### src/rtl/morse_key_decoder.sv
// Single-key Morse front end: synchronise and debounce a raw active-low key,
// time presses into dots/dashes and group them into letters by a key-up timeout.
module morse_key_decoder #(
    parameter int unsigned DEBOUNCE_CYCLES = 250000,
    parameter int unsigned DASH_CYCLES     = 15000000,
    parameter int unsigned GAP_CYCLES      = 30000000,
    parameter int unsigned MAX_SYMBOLS     = 5,
    parameter int unsigned CNT_W           = 32,
    localparam int unsigned LEN_W          = $clog2(MAX_SYMBOLS + 1)
) (
    input  logic                   clk,
    input  logic                   rst_n,
    input  logic                   button1,
    input  logic                   clear,
    output logic                   key_down,
    output logic                   element_valid,
    output logic                   element_is_dash,
    output logic [MAX_SYMBOLS-1:0] code_out,
    output logic [LEN_W-1:0]       code_len,
    output logic                   code_valid,
    output logic                   overflow
);

    localparam int unsigned DB_W = $clog2(DEBOUNCE_CYCLES + 1);

    typedef enum logic [1:0] {
        S_IDLE,
        S_PRESS,
        S_GAP,
        S_DRAIN
    } state_t;

    logic                   sync1_q;
    logic                   s_q;
    logic                   deb_q;
    logic [DB_W-1:0]        stab_q;
    logic [CNT_W-1:0]       dur_q;
    logic [CNT_W-1:0]       dur_d;
    logic [CNT_W-1:0]       gap_q;
    state_t                 state_q;
    logic [MAX_SYMBOLS-1:0] work_q;
    logic [MAX_SYMBOLS-1:0] work_d;
    logic [LEN_W-1:0]       elem_cnt_q;
    logic                   ovf_q;
    logic                   is_dash;

    // Synchronisers idle high so a key held through reset is seen as a fresh press.
    always_ff @(posedge clk) begin
        if (!rst_n) begin
            sync1_q <= 1'b1;
            s_q     <= 1'b1;
            deb_q   <= 1'b1;
            stab_q  <= '0;
        end else begin
            sync1_q <= button1;
            s_q     <= sync1_q;
            if (s_q == deb_q) begin
                stab_q <= '0;
            end else if (stab_q == DB_W'(DEBOUNCE_CYCLES - 1)) begin
                deb_q  <= s_q;
                stab_q <= '0;
            end else begin
                stab_q <= stab_q + DB_W'(1);
            end
        end
    end

    assign key_down = ~deb_q;

    always_comb begin
        dur_d = '0;
        if (key_down) begin
            dur_d = (dur_q == '1) ? dur_q : dur_q + CNT_W'(1);
        end
    end

    always_ff @(posedge clk) begin
        if (!rst_n) begin
            dur_q <= '0;
        end else begin
            dur_q <= dur_d;
        end
    end

    assign is_dash = (dur_q >= CNT_W'(DASH_CYCLES));

    // Element k lands at bit MAX_SYMBOLS-1-k so letters are left-aligned.
    always_comb begin
        work_d = work_q;
        for (int i = 0; i < int'(MAX_SYMBOLS); i++) begin
            if (LEN_W'(int'(MAX_SYMBOLS) - 1 - i) == elem_cnt_q) begin
                work_d[i] = is_dash;
            end
        end
    end

    always_ff @(posedge clk) begin
        if (!rst_n) begin
            state_q         <= S_IDLE;
            work_q          <= '0;
            elem_cnt_q      <= '0;
            ovf_q           <= 1'b0;
            gap_q           <= '0;
            element_valid   <= 1'b0;
            element_is_dash <= 1'b0;
            code_out        <= '0;
            code_len        <= '0;
            code_valid      <= 1'b0;
            overflow        <= 1'b0;
        end else begin
            element_valid <= 1'b0;
            code_valid    <= 1'b0;
            if (clear) begin
                work_q     <= '0;
                elem_cnt_q <= '0;
                ovf_q      <= 1'b0;
                gap_q      <= '0;
                state_q    <= key_down ? S_DRAIN : S_IDLE;
            end else begin
                case (state_q)
                    S_IDLE: begin
                        if (key_down) begin
                            state_q <= S_PRESS;
                        end
                    end
                    S_PRESS: begin
                        if (!key_down) begin
                            element_valid   <= 1'b1;
                            element_is_dash <= is_dash;
                            if (elem_cnt_q < LEN_W'(MAX_SYMBOLS)) begin
                                work_q     <= work_d;
                                elem_cnt_q <= elem_cnt_q + LEN_W'(1);
                            end else begin
                                ovf_q <= 1'b1;
                            end
                            gap_q   <= '0;
                            state_q <= S_GAP;
                        end
                    end
                    S_GAP: begin
                        if (key_down) begin
                            state_q <= S_PRESS;
                        end else if (gap_q >= CNT_W'(GAP_CYCLES)) begin
                            code_out   <= work_q;
                            code_len   <= elem_cnt_q;
                            overflow   <= ovf_q;
                            code_valid <= 1'b1;
                            work_q     <= '0;
                            elem_cnt_q <= '0;
                            ovf_q      <= 1'b0;
                            state_q    <= S_IDLE;
                        end else begin
                            gap_q <= gap_q + CNT_W'(1);
                        end
                    end
                    S_DRAIN: begin
                        if (!key_down) begin
                            state_q <= S_IDLE;
                        end
                    end
                    default: state_q <= S_IDLE;
                endcase
            end
        end
    end

endmodule

### config.mk
export PLATFORM = sky130hd
export DESIGN_NAME = morse_key_decoder
export DESIGN_NICKNAME = d
export VERILOG_FILES = /design/src/rtl/morse_key_decoder.sv
export SDC_FILE = /design/constraint.sdc
export NUM_CORES = 1
export LEC_CHECK = 0
export CAP_MARGIN = 10
export CELL_PAD_IN_SITES_DETAIL_PLACEMENT = 1
export CELL_PAD_IN_SITES_GLOBAL_PLACEMENT = 1
export CORE_MARGIN = 4
export CORE_UTILIZATION = 35
export CTS_CLUSTER_DIAMETER = 60
export DETAILED_ROUTE_END_ITERATION = 8
export PLACE_DENSITY = 0.68
export SYNTH_ARGS = -nofsm -noshare
export SYNTH_HDL_FRONTEND = slang
export SYNTH_SLANG_ARGS = --single-unit
### constraint.sdc
create_clock -name clk -period 3.39 [get_ports clk]
set_input_delay 0.678 -clock clk [delete_from_list [all_inputs] [get_ports clk]]
set_output_delay 0.678 -clock clk [all_outputs]
set_load 0.005 [all_outputs]
==> flow_metrics.env <==
export IMPL_status="finished clean"
export IMPL_required_ns=3.67
export IMPL_first_pass_iters=4
export IMPL_p_sw_mw=0.476
export IMPL_yosysMostFrequentCell="dfxtp_1"
export IMPL_post_route_min_period_ns=2.44
export IMPL_leakage_nw=1.79
export IMPL_reg2reg_from="dur_q[0]"
export IMPL_vias=4547
export IMPL_yosysTopAreaCellShare_pct=41.6
export IMPL_cts_tree="yes"
export IMPL_power_density_mw_per_mm2=395
export IMPL_ant_nets=0
export IMPL_synth_seq_cells=108
export IMPL_syn_area_mm2=0.00519
export IMPL_ir_drop_mv=0.251
export IMPL_n_fill_cell=1739
export IMPL_io_pins=17
export IMPL_grt_util_all_layers_pct=16.4
export IMPL_slew_headroom_pct=26.3
export IMPL_synth_distinct_cells=54
export IMPL_postRouteWirelength_mm=12.8
export IMPL_pre_cts_ws_ns=0.681
export IMPL_tns_ns=0
export IMPL_core_area_mm2=0.0145
export IMPL_hp_start="sync1_q"
export IMPL_yosysWarnings=0
export IMPL_fp_dieW_um=130
export IMPL_start_util_pct=35.7
export IMPL_holdBufCountCts=0
export IMPL_cts_sinks=108
export IMPL_worst_pin_slew_ns=1.10
export IMPL_synth_area_top_cells="dfxtp_1 (42%), nand2_1 (4.8%), a21oi_1 (4.5%)"
export IMPL_gp_congestion=0.790
export IMPL_cap_violations=0
export IMPL_cts_root_buf="clkbuf_16"
export IMPL_finalSetupViolCount=0
export IMPL_htree_levels=3
export IMPL_drc_errors=0
export IMPL_area_delta_synth_final_pct=11.0
export IMPL_drive_gt1_share_pct=5.92
export IMPL_dp_hpwl_mm=9.01
export IMPL_dp_cells=798
export IMPL_fin_cells=809
export IMPL_design_die_area_mm2=0.0168
export IMPL_die_height_um=130
export IMPL_clk_insertion_delay_late_ns=0.36
export IMPL_crit_path_start="dur_q[0]"
export IMPL_cts_setup_buffers=0
export IMPL_grt_overflow=0
export IMPL_final_nets=639
export IMPL_fmax_mhz=410
export IMPL_maxUsedRoutingLayer="met4"
export IMPL_clk_pin_slew_ns=0.07
export IMPL_cts_resized=0
export IMPL_critPathLaunchType="register"
export IMPL_pwr_share_comb_pct=1.7
export IMPL_p_int_mw=1.80
export IMPL_rsz0062_at_grt="no"
export IMPL_ys_seq_area_share_pct=41.6
export IMPL_rows=44
export IMPL_synth_top_cell_by_area="dfxtp_1"
export IMPL_finalHoldViolations=0
export IMPL_fin_crit_sh_pct=71.9
export IMPL_grt_max_degree=37
export IMPL_critPathCaptureType="register"
export IMPL_cts_buffer_depth=2
export IMPL_wl_met2_mm=6.30
export IMPL_crit_fanout=7
export IMPL_synthArstFlopShare_pct=0
export IMPL_port_buffers=16
export IMPL_antenna_found_initial=0
export IMPL_p_clk_share_pct=42.5
export IMPL_syn_num_nets=631
export IMPL_ys_dominant_reg_cell="dfxtp_1"
export IMPL_syn_area_per_cell_um2=8.41
export IMPL_numCtsBuffers=9
export IMPL_synth_edff_count=0
export IMPL_grt_pass1_vias=4757
export IMPL_synthCells=617
export IMPL_power_frac_seq_pct=55.8
export IMPL_wl_met1_mm=6.07
export IMPL_hold_class="reg2reg"
export IMPL_wl_per_cell_um=15.9
export IMPL_clock_skew_ns=0.00724
export IMPL_met3_length_um=321
export IMPL_insertedDiodeCount=0
export IMPL_synth_commonest_cells="dfxtp_1 (108), nand2_1 (67), nor2_1 (52)"
export IMPL_grt_pass1_wl_mm=22.6
export IMPL_arrival_ns=2.72
export IMPL_drt_initial_drc_count=196
export IMPL_viasPerCell=5.62
export IMPL_netSwitchingFraction_pct=20.9
export IMPL_setup_ws_ns=0.953
export IMPL_slew_viol_final=0
export IMPL_path_class="reg2reg"
[path summary, 6_finish.rpt]
path | depth (start not counted) | end | slack (ns)
worst min register to register | 1 | s_q | 0.42
worst max register to register | 6 | dur_q[20] | 0.95
worst min-delay path | 1 | s_q | 0.42
worst max-delay path | 6 | dur_q[20] | 0.95
[routing by layer]
layer	track usage, %	up-vias
li1	-	2251
met1	20.7	2252
met2	27.5	34
met3	3.93	10
met4	5.44	0
met5	0	-
[logic make-up after synthesis]
| logic type | share of synthesized area (%) |
|---|---|
| adder cells (fa/ha/maj) | 2.41 |
| AND/OR/NAND/NOR | 26.7 |
| buffers and inverters | 4.03 |
| flip-flops | 41.6 |
| XOR/XNOR | 4.22 |
| AO/OA/AOI/OAI | 18.1 |
| multiplexers | 2.89 |
[flip-flops by register name (all words and copies together), names as in the netlist, 2 cells and up]
signal      cells
code_len        3
code_out        5
dur_q          32
elem_cnt_q      3
gap_q          32
stab_q         18
state_q         2
work_q          5
[cells in the final DEF, fill, tap and decap left out, types with 8 or more instances in the layout]
cell type          n
nor2_1            52
o211ai_1           8
or4_1             11
and3_1            13
xnor2_1           14
a21oi_1           47
nand2_1           67
inv_1             20
xor2_1            11
buf_4              8
mux2i_1           15
o31ai_1           11
dfxtp_1          108
clkdlybuf4s50_1   16
o21ai_0           34
nor3_1            12
clkbuf_16          9
or2_2              9
nand4_1           12
nor4_1            11
or3_1             17
ha_1              10
nand3_1           44
[power groups by stage]
stage | registers [mW] | clock network, mW | logic, mW
final | 1.27 | 0.967 | 0.0383
after global placement | 1.30 | 0 | 0.0375
after CTS | 1.27 | 1.00 | 0.0393
after global routing | 1.27 | 1.06 | 0.0428
after detailed placement | 1.30 | 0 | 0.0396
after floorplan | 1.30 | 0 | 0.0240
[metrics by stage]
step	util [%]	power [mW]	instance area (um^2)	hold WS, ns
after floorplan	-	1.32	5190	0.386
after global placement	37.9	1.34	5510	0.399
after detailed placement	37.9	1.34	5510	0.407
after CTS	39.7	2.31	5760	0.427
after global routing	39.7	2.37	5760	0.450
final	39.7	2.28	5760	0.418
[area by class of cell]
type	count	area [um^2]	area share, %
repair buffers	24	220	3.82
multi-input cells	461	2820	48.9
well taps	184	230	3.99
clock buffers	11	253	4.38
flip-flops and latches	108	2160	37.5
inverters	21	78.8	1.37
[critical path, cell delays in order, from the launching register on]
cell      delay (ns)
dfxtp_1         0.42
ha_1            0.24
nand2_1         0.16
nor4_2          0.69
o211ai_1        0.33
or3_1           0.37
a21oi_1         0.15
(Power assumes the default switching activity.)
